--- src/rtl/kamikaze_defs.sv ---
// Shared decode definitions for the Kamikaze-uRV pipeline: major opcodes (ir[6:2])
// and immediate formats.
package kamikaze_defs;

    localparam logic [4:0] OPC_LOAD     = 5'b00000;
    localparam logic [4:0] OPC_MISC_MEM = 5'b00011;
    localparam logic [4:0] OPC_OP_IMM   = 5'b00100;
    localparam logic [4:0] OPC_AUIPC    = 5'b00101;
    localparam logic [4:0] OPC_STORE    = 5'b01000;
    localparam logic [4:0] OPC_OP       = 5'b01100;
    localparam logic [4:0] OPC_LUI      = 5'b01101;
    localparam logic [4:0] OPC_BRANCH   = 5'b11000;
    localparam logic [4:0] OPC_JALR     = 5'b11001;
    localparam logic [4:0] OPC_JAL      = 5'b11011;
    localparam logic [4:0] OPC_SYSTEM   = 5'b11100;

    localparam logic [6:0] FUNCT7_MULDIV = 7'b0000001;

    typedef enum logic [2:0] {
        FMT_R = 3'd0,
        FMT_I = 3'd1,
        FMT_S = 3'd2,
        FMT_B = 3'd3,
        FMT_U = 3'd4,
        FMT_J = 3'd5
    } imm_fmt_e;

endpackage

--- src/rtl/kamikaze_imm_gen.sv ---
// Immediate generator: builds the sign-extended 32-bit immediate of an RV32I
// instruction from its encoding and the immediate format selected by decode.
module kamikaze_imm_gen
    import kamikaze_defs::*;
(
    input  logic [31:7] ir,
    input  logic [2:0]  fmt,
    output logic [31:0] imm
);

    always_comb begin
        imm = 32'h0;
        case (fmt)
            FMT_I:   imm = {{20{ir[31]}}, ir[31:20]};
            FMT_S:   imm = {{20{ir[31]}}, ir[31:25], ir[11:7]};
            FMT_B:   imm = {{19{ir[31]}}, ir[31], ir[7], ir[30:25], ir[11:8], 1'b0};
            FMT_U:   imm = {ir[31:12], 12'h000};
            FMT_J:   imm = {{11{ir[31]}}, ir[31], ir[19:12], ir[20], ir[30:21], 1'b0};
            default: imm = 32'h0;
        endcase
    end

endmodule

--- src/rtl/kamikaze_decode.sv ---
// Kamikaze-uRV decode stage: registers the fetched instruction, decodes control fields
// and immediate, drives regfile read addresses and bubbles on load-use hazards.
module kamikaze_decode
    import kamikaze_defs::*;
#(
    parameter bit WITH_MULDIV = 1'b0
) (
    input  logic        clk_i,
    input  logic        rst_i,
    input  logic        d_stall_i,
    input  logic        d_kill_i,
    input  logic        f_valid_i,
    input  logic [31:0] f_ir_i,
    input  logic [31:0] f_pc_i,
    input  logic        f_is_compressed_i,
    output logic        d_stall_o,
    output logic [4:0]  rf_rs1_o,
    output logic [4:0]  rf_rs2_o,
    output logic        d_valid_o,
    output logic [31:0] d_pc_o,
    output logic [31:0] d_pc_next_o,
    output logic [4:0]  d_opcode_o,
    output logic [2:0]  d_fun3_o,
    output logic [6:0]  d_fun7_o,
    output logic [4:0]  d_rs1_o,
    output logic [4:0]  d_rs2_o,
    output logic [4:0]  d_rd_o,
    output logic        d_rd_write_o,
    output logic [31:0] d_imm_o,
    output logic        d_is_load_o,
    output logic        d_is_store_o,
    output logic        d_is_branch_o,
    output logic        d_is_jal_o,
    output logic        d_is_jalr_o,
    output logic        d_is_system_o,
    output logic        d_illegal_o
);

    logic [4:0]  opc;
    logic [4:0]  f_rs1;
    logic [4:0]  f_rs2;
    logic [4:0]  f_rd;
    logic        legal_opc;
    logic        has_rd;
    logic        uses_rs1;
    logic        uses_rs2;
    logic        is_load;
    logic        is_store;
    logic        is_branch;
    logic        is_jal;
    logic        is_jalr;
    logic        is_system;
    logic        muldiv_bad;
    logic        illegal;
    imm_fmt_e    fmt;
    logic [31:0] imm;
    logic [31:0] pc_next;
    logic        load_hazard;

    assign opc   = f_ir_i[6:2];
    assign f_rs1 = f_ir_i[19:15];
    assign f_rs2 = f_ir_i[24:20];
    assign f_rd  = f_ir_i[11:7];

    // Class flags stay clear for non-32-bit encodings so they never look like a load.
    always_comb begin
        legal_opc = 1'b0;
        has_rd    = 1'b0;
        uses_rs1  = 1'b1;
        uses_rs2  = 1'b0;
        is_load   = 1'b0;
        is_store  = 1'b0;
        is_branch = 1'b0;
        is_jal    = 1'b0;
        is_jalr   = 1'b0;
        is_system = 1'b0;
        fmt       = FMT_R;
        case (opc)
            OPC_LOAD:     begin legal_opc = 1'b1; has_rd = 1'b1; is_load = 1'b1; fmt = FMT_I; end
            OPC_MISC_MEM: begin legal_opc = 1'b1; fmt = FMT_I; end
            OPC_OP_IMM:   begin legal_opc = 1'b1; has_rd = 1'b1; fmt = FMT_I; end
            OPC_AUIPC:    begin legal_opc = 1'b1; has_rd = 1'b1; uses_rs1 = 1'b0; fmt = FMT_U; end
            OPC_STORE:    begin legal_opc = 1'b1; uses_rs2 = 1'b1; is_store = 1'b1; fmt = FMT_S; end
            OPC_OP:       begin legal_opc = 1'b1; has_rd = 1'b1; uses_rs2 = 1'b1; end
            OPC_LUI:      begin legal_opc = 1'b1; has_rd = 1'b1; uses_rs1 = 1'b0; fmt = FMT_U; end
            OPC_BRANCH:   begin legal_opc = 1'b1; uses_rs2 = 1'b1; is_branch = 1'b1; fmt = FMT_B; end
            OPC_JALR:     begin legal_opc = 1'b1; has_rd = 1'b1; is_jalr = 1'b1; fmt = FMT_I; end
            OPC_JAL:      begin
                legal_opc = 1'b1; has_rd = 1'b1; uses_rs1 = 1'b0; is_jal = 1'b1; fmt = FMT_J;
            end
            OPC_SYSTEM:   begin legal_opc = 1'b1; has_rd = 1'b1; is_system = 1'b1; fmt = FMT_I; end
            default:      ;
        endcase

        muldiv_bad = (opc == OPC_OP) && (f_ir_i[31:25] == FUNCT7_MULDIV) && !WITH_MULDIV;
        illegal    = !legal_opc || (f_ir_i[1:0] != 2'b11) || muldiv_bad;

        if (illegal) begin
            has_rd    = 1'b0;
            is_load   = 1'b0;
            is_store  = 1'b0;
            is_branch = 1'b0;
            is_jal    = 1'b0;
            is_jalr   = 1'b0;
            is_system = 1'b0;
            fmt       = FMT_R;
        end
    end

    kamikaze_imm_gen u_imm_gen (
        .ir  (f_ir_i[31:7]),
        .fmt (fmt),
        .imm (imm)
    );

    assign pc_next = f_pc_i + (f_is_compressed_i ? 32'd2 : 32'd4);

    assign load_hazard = d_valid_o & d_is_load_o & (d_rd_o != 5'd0) & f_valid_i &
                         ((uses_rs1 & (f_rs1 == d_rd_o)) | (uses_rs2 & (f_rs2 == d_rd_o)));

    assign d_stall_o = d_stall_i | load_hazard;

    // While execute is busy, keep presenting the held operands so regfile data stays aligned.
    assign rf_rs1_o = d_stall_i ? d_rs1_o : f_rs1;
    assign rf_rs2_o = d_stall_i ? d_rs2_o : f_rs2;

    always_ff @(posedge clk_i or posedge rst_i) begin
        if (rst_i) begin
            d_valid_o     <= 1'b0;
            d_pc_o        <= 32'h0;
            d_pc_next_o   <= 32'h0;
            d_opcode_o    <= 5'h0;
            d_fun3_o      <= 3'h0;
            d_fun7_o      <= 7'h0;
            d_rs1_o       <= 5'h0;
            d_rs2_o       <= 5'h0;
            d_rd_o        <= 5'h0;
            d_rd_write_o  <= 1'b0;
            d_imm_o       <= 32'h0;
            d_is_load_o   <= 1'b0;
            d_is_store_o  <= 1'b0;
            d_is_branch_o <= 1'b0;
            d_is_jal_o    <= 1'b0;
            d_is_jalr_o   <= 1'b0;
            d_is_system_o <= 1'b0;
            d_illegal_o   <= 1'b0;
        end else begin
            if (d_kill_i) begin
                d_valid_o <= 1'b0;
            end else if (!d_stall_i) begin
                d_valid_o <= f_valid_i & ~load_hazard;
            end

            if (!d_stall_i) begin
                d_pc_o        <= f_pc_i;
                d_pc_next_o   <= pc_next;
                d_opcode_o    <= opc;
                d_fun3_o      <= f_ir_i[14:12];
                d_fun7_o      <= f_ir_i[31:25];
                d_rs1_o       <= f_rs1;
                d_rs2_o       <= f_rs2;
                d_rd_o        <= f_rd;
                d_rd_write_o  <= has_rd & (f_rd != 5'd0);
                d_imm_o       <= imm;
                d_is_load_o   <= is_load;
                d_is_store_o  <= is_store;
                d_is_branch_o <= is_branch;
                d_is_jal_o    <= is_jal;
                d_is_jalr_o   <= is_jalr;
                d_is_system_o <= is_system;
                d_illegal_o   <= illegal;
            end
        end
    end

endmodule
--- config.mk ---
export PLATFORM = sky130hd
export DESIGN_NAME = kamikaze_decode
export DESIGN_NICKNAME = d
export VERILOG_FILES = /design/src/rtl/kamikaze_defs.sv /design/src/rtl/kamikaze_imm_gen.sv /design/src/rtl/kamikaze_decode.sv
export SDC_FILE = /design/constraint.sdc
export NUM_CORES = 1
export LEC_CHECK = 0
export ABC_AREA = 1
export CELL_PAD_IN_SITES_DETAIL_PLACEMENT = 1
export CELL_PAD_IN_SITES_GLOBAL_PLACEMENT = 1
export CORE_ASPECT_RATIO = 0.9
export CORE_UTILIZATION = 30
export DETAILED_ROUTE_END_ITERATION = 10
export PLACE_DENSITY_LB_ADDON = 0.1
export SLEW_MARGIN = 20
export SYNTH_ARGS = -nofsm -noshare
export SYNTH_HDL_FRONTEND = slang
export SYNTH_SLANG_ARGS = --single-unit
--- constraint.sdc ---
create_clock -name clk_i -period 5.1 [get_ports clk_i]
set_clock_uncertainty 0.2 [all_clocks]
set_input_delay 1.02 -clock clk_i [delete_from_list [all_inputs] [get_ports clk_i]]
set_output_delay 1.02 -clock clk_i [all_outputs]
set_load 0.02 [all_outputs]
==> flow_metrics.tcl, run 1 <==
set metrics [dict create \
    status "finished, final reports clean" \
    grt-ovfl-total 0 \
    critical-path-max-stage-delay_ns 0.68 \
    cts_sinks 134 \
    r2r_cells 6 \
    fin_nets 1116 \
    required_ns 3.88 \
    grt_pass1_wl_um 36700 \
    path_max_fanout 8 \
    crit_buf_inv 2 \
    netlist_area_um2 6600 \
    final.setup.tns_ns 0 \
    drt_iter0_drc 385 \
    finalPower_mw 3.00 \
    grt_usage_pct 21.9 \
    clockBufferDepth 2 \
    combPwrFrac_pct 18.9 \
    syn2layout_area_growth_pct 45.8 \
    arrival_ns 3.16 \
    cp-startpoint "f_ir_i[6]" \
    synth_top_area_cell "dfrtp_1" \
    period_share_pct 85.9 \
    synth_flop_cell "dfrtp_1" \
    synth-seq-cells 134 \
    wl_um 23900 \
    rr_startpoint "d_rd_o[4]" \
    syn_avg_cell_area_um2 7.90 \
    irDropWorstVdd_uv 178 \
    num_vias 6242 \
    ctsHoldBuffers 0 \
    drc 0 \
    min_period_ns 4.38 \
    synth_cell_types 38 \
    antenna_cells 0 \
    core_um2 21600 \
    io_pins 216 \
    rsz0062_at_grt "no" \
    cp_top_family "buffers and inverters" \
    pwr-share-seq_pct 39.4 \
    first_pass_iters 4 \
    clk_latency_ns 0.42 \
    end_kind "primary output" \
    cellLeakagePower_nw 4.60 \
    place.gp.congestion 0.824 \
    die_h_um 143 \
    power.internal_mw 2.12 \
    grt_max_degree 76 \
    avgViaCountPerCell 4.63 \
    chipWidth_um 158 \
    endpoint "d_stall_o" \
    cts_tree "yes" \
    yosys_warnings 0 \
    mostFrequentLayoutCells "nand2_1 (350), clkdlybuf4s50_1 (214), dfrtp_1 (134)" \
    path_depth 8 \
    ant_nets 0 \
    crit_path_frequent_cell "nand2_1" \
    cp_slowest_cell "clkdlybuf4s50_1" \
    syn_nets 908 \
    reg2reg_slack_ns 3.54 \
    ys_seq_area_share_pct 50.8 \
    port_buffers 215 \
    synthArstFlopShare_pct 100 \
    start_util_pct 30.6 \
    hold_path_class "reg -> reg" \
    max_clock_freq_ghz 0.228 \
    antenna_found_initial 0 \
    cts.root.buffer_cell "clkbuf_16" \
    slew_viol_final 0 \
    cts_setup_buffers 0 \
    power_frac_clock_pct 41.7 \
    instances_no_fill 1347 \
    drive_gt1_share_pct 7.58 \
    tightest_slew_ns 0.723 \
    nFillCells 2639 \
    drv_cap 0 \
    ctsResizeCount 0 \
    r2r-end "d_valid_o" \
    relSlewSlack_pct 51.8 \
    hold_viol_final 0 \
    wl_per_cell_um 17.8 \
    place_inst 1315 \
    crit_type "in -> out" \
    cts_buffers 17 \
    dieArea_um2 22600 \
    grt_pass1_vias 6241 \
    rows 51 \
    path_clk_slew_ns 0.06 \
    layout_commonest_cell "nand2_1" \
    syn_inst 835 \
    synth_area_leaders "dfrtp_1 (51%), nand2_1 (20%), o21ai_0 (4.2%)" \
    dp_hpwl_um 18000 \
    synth_top_area_share_pct 50.8 \
    start_kind "input pin" \
    synth_edf_count 0 \
    power.share.switching_pct 29.5 \
    worstPathCellList "clkdlybuf4s50_1 -> nor2_1 -> nand3_1 -> nand2_1 -> o31ai_1 -> nand2_1 -> nand2_1 -> clkdlybuf4s50_1" \
    worst_hold_path.num_cells 2 \
    finalSetupViolCount 0 \
    h-tree-depth 4 \
    switching_power_mw 0.885 \
    power.density_nw_per_um2 312 \
]
cell usage after synthesis, types with 2 or more instances:
cell      number
inv_1         61
nand3_4        2
nand3_2        4
o22ai_1        5
a21oi_1        4
nand2_1      350
a211oi_1       3
o31ai_1        4
buf_2          4
o21ai_0       55
nand3_1       40
ha_1           2
nor2_2         3
a31oi_1        3
inv_2          6
nor3_1        15
nand2_8        2
nor2_4         3
clkbuf_1      23
xnor2_1       10
nor2_1        42
dfrtp_1      134
buf_4          4
nand4_1       14
xor2_1        12
nor4_1         4
nand2_2       14
nand2_4        2
power by group through the flow:
stage	logic [mW]	clock network (mW)	registers (mW)
floorplan	0.177	0	1.28
global placement	0.567	0	1.20
detailed placement	0.571	0	1.20
CTS	0.574	1.28	1.18
global route	0.614	1.32	1.19
finish	0.566	1.25	1.18
worst min-delay path by stage:
stage / start / endpoint / slack (ns)
after global placement: d_pc_o[11] / d_pc_o[11] / 0.26
after detailed placement: d_imm_o[26] / d_imm_o[26] / 0.27
after floorplan: d_pc_o[21] / d_pc_o[21] / 0.39
final: d_pc_o[21] / d_pc_o[21] / 0.28
after global routing: d_imm_o[24] / d_imm_o[24] / 0.30
after CTS: d_imm_o[14] / d_imm_o[14] / 0.29
layout make-up:
cell class                 count  area [um2]  area share [%]
timing repair buffer         223        2230            23.1
inverter                      69         267            2.77
sequential                   134        3350            34.9
clock inverter                13         149            1.55
clock buffer                  19         443            4.61
multi-input combinational    598        2810            29.3
tap                          291         364            3.79
tightest hold or removal path: cells and delay by family, from the launching register on:
kind / cells / cell delay [ns]
AOI/OAI and AO/OA: 1 / 0.06
DFF: 1 / 0.34
and+or+nand+nor: 1 / 0.04
cells by family (layout without fill, tap and decap cells):
family          after synthesis  in the layout  synth area share [%]
simple gates                497            497                  32.8
flops                       134            134                  50.8
buf+inv                     103            324                  6.51
compound gates               75             75                  6.15
xor+xnor                     22             22                  2.92
fa+ha+maj                     3              3                 0.683
mux                           1              1                 0.152
routing by layer:
layer	routed length, um	global-route usage, %
met4	173	5.06
met1	12300	33.1
met2	10100	31.3
met3	1390	5.19
met5	0	0
sequential cells by signal, indices dropped and copies added (netlist names), 3 cells and up:
| name | count |
|---|---|
| d_fun7_o | 7 |
| d_rd_o | 5 |
| d_fun3_o | 3 |
| d_imm_o | 32 |
| d_pc_next_o | 31 |
| d_opcode_o | 5 |
| d_rs1_o | 5 |
| d_rs2_o | 5 |
| d_pc_o | 32 |
metrics by stage:
step	hold WS (ns)	util (%)	setup WS [ns]	instance area, um2
floorplan	0.390	-	0.297	6600
global placement	0.264	41.8	0.708	9020
detailed placement	0.269	41.8	0.702	9020
CTS	0.286	44.6	0.702	9620
global route	0.297	44.6	0.577	9620
finish	0.279	44.6	0.721	9620
Note: power is estimated with default switching activity, not from simulation.
==> inputs of run 2 (changes only) <==
- CTS_BUF_LIST: unset -> sky130_fd_sc_hd__clkbuf_4
==> run 2 against run 1 <==
Effect of this change: fmax increased by 0.17%; cell count about the same; die area is the same; sequential cell count did not move; wire length fell by 0.33%; utilization fell by 1.4 points; clock power shrank 40%; critical endpoint unchanged.
==> flow_metrics.tcl, run 2 (same netlist as run 1, synthesis figures left out) <==
set metrics [dict create \
    met1_length_um 12200 \
    holdWs_ns 0.294 \
    port_buffers 215 \
    clk_latency_ns 0.57 \
    rr_startpoint "d_rd_o[1]" \
    reg2reg_slack_ns 3.52 \
    period_share_pct 85.7 \
    cts.root.buffer_cell "clkbuf_4" \
    cts_sinks 134 \
    end_kind "primary output" \
    first_pass_iters 6 \
    grt_pass1_vias 6209 \
    nFillCells 2678 \
    final.setup.tns_ns 0 \
    layout_commonest_cell "nand2_1" \
    syn2layout_area_growth_pct 41.2 \
    min_period_ns 4.37 \
    status "finished, final reports clean" \
    start_kind "input pin" \
    clockBufferDepth 2 \
    crit_buf_inv 2 \
    core_um2 21600 \
    cts_buffers 17 \
    path_clk_slew_ns 0.12 \
    drt_iter0_drc 375 \
    fin_nets 1116 \
    top_layer_used "met4" \
    multi_input_comb_area_um2 2810 \
    endpoint "d_stall_o" \
    design_area_um2 9310 \
    tightest_slew_ns 0.721 \
    ctsHoldBuffers 0 \
    path_max_fanout 8 \
    h-tree-depth 4 \
    hold_viol_final 0 \
    cts_setup_buffers 0 \
    cp-startpoint "f_ir_i[6]" \
    wl_um 23800 \
    rsz0062_at_grt "no" \
    arrival_ns 3.15 \
    drive_gt1_share_pct 7.58 \
    chipWidth_um 158 \
    cp_top_family "buffers and inverters" \
    ant_nets 0 \
    rows 51 \
    r2r_cells 9 \
    hold_path_class "reg -> reg" \
    r2r-end "d_valid_o" \
    crit_type "in -> out" \
    dr_wl_met2_um 10000 \
    finalSetupViolCount 0 \
    crit_path_frequent_cell "nand2_1" \
    drv_cap 0 \
    grt_max_degree 76 \
    mostFrequentLayoutCells "nand2_1 (350), clkdlybuf4s50_1 (214), dfrtp_1 (134)" \
    drc 0 \
    reg_top3 "d_imm_o x32, d_pc_o x32, d_pc_next_o x31" \
    place.gp.congestion 0.824 \
    relSlewSlack_pct 51.9 \
    antenna_found_initial 1 \
    cp_slowest_cell "clkdlybuf4s50_1" \
    dp_hpwl_um 18000 \
    required_ns 3.88 \
    cts_tree "yes" \
    max_clock_freq_ghz 0.229 \
    die_h_um 143 \
    slew_viol_final 0 \
    power.density_nw_per_um2 268 \
    cellLeakagePower_nw 4.46 \
    met3_length_um 1470 \
    avgViaCountPerCell 4.62 \
    num_vias 6231 \
    io_pins 216 \
    place_area_um2 9020 \
    dieArea_um2 22600 \
    wl_per_cell_um 17.7 \
    ctsResizeCount 0 \
    grt_usage_pct 21.8 \
    grt_pass1_wl_um 36500 \
    path_depth 8 \
    irDropWorstVdd_uv 112 \
    final-seq-area_um2 3350 \
    grt-ovfl-total 0 \
    worstPathCellList "clkdlybuf4s50_1 -> nor2_1 -> nand3_1 -> nand2_1 -> o31ai_1 -> nand2_1 -> nand2_1 -> clkdlybuf4s50_1" \
    critical-path-max-stage-delay_ns 0.67 \
    start_util_pct 30.6 \
]
run 2: worst min-delay path by stage:
stage	from	end	slack, ns	depth (start not counted)
5_1_grt	d_imm_o[24]	d_imm_o[24]	0.31	2
2_1_floorplan	d_pc_o[21]	d_pc_o[21]	0.39	2
6_report	d_pc_o[21]	d_pc_o[21]	0.29	2
4_1_cts	d_imm_o[14]	d_imm_o[14]	0.30	2
3_5_place_dp	d_imm_o[26]	d_imm_o[26]	0.27	2
3_3_place_gp	d_pc_o[11]	d_pc_o[11]	0.26	2
run 2: cell type report:
cell class                      count  area share, %
Antenna cell                        1         0.0269
Clock inverter                     14           1.64
Tap cell                          291           3.91
Sequential cell                   134           36.0
Inverter                           69           2.86
Clock buffer                       18           1.45
Multi-Input combinational cell    598           30.2
Timing Repair Buffer              223           23.9
run 2: report_power, final:
| part | total (mW) | leakage, nW | switching (mW) | internal [mW] |
|---|---|---|---|---|
| registers | 1.18 | 1.69 | 0.0482 | 1.13 |
| clock network | 0.748 | 0.147 | 0.448 | 0.300 |
| logic | 0.566 | 2.62 | 0.324 | 0.242 |
| total | 2.50 | 4.46 | 0.820 | 1.68 |
run 2: worst reg2reg max path: stages, from the launching register on:
cell and delay (ns):
dfrtp_1 0.50, inv_1 0.10, nand2_1 0.07, nand4_1 0.09, nor2_1 0.09, nand4_1 0.10
o31ai_1 0.09, nand2_1 0.11, nand4_1 0.08, nand2_1 0.06
run 2: per-stage QoR:
stage	util (%)	total power, mW	cells	setup WS, ns
4_1_cts	43.2	2.54	1347	0.702
2_1_floorplan	-	1.46	835	0.297
3_3_place_gp	41.8	1.77	1315	0.708
3_5_place_dp	41.8	1.77	1315	0.702
5_1_grt	43.2	2.63	1348	0.577
6_report	43.2	2.50	1348	0.728
run 2: layer usage:
metal / GRT usage, % / vias to the layer above
li1: - / 3047
met2: 30.7 / 169
met1: 32.7 / 3000
met5: 0 / -
met3: 5.55 / 15
met4: 5.52 / 0
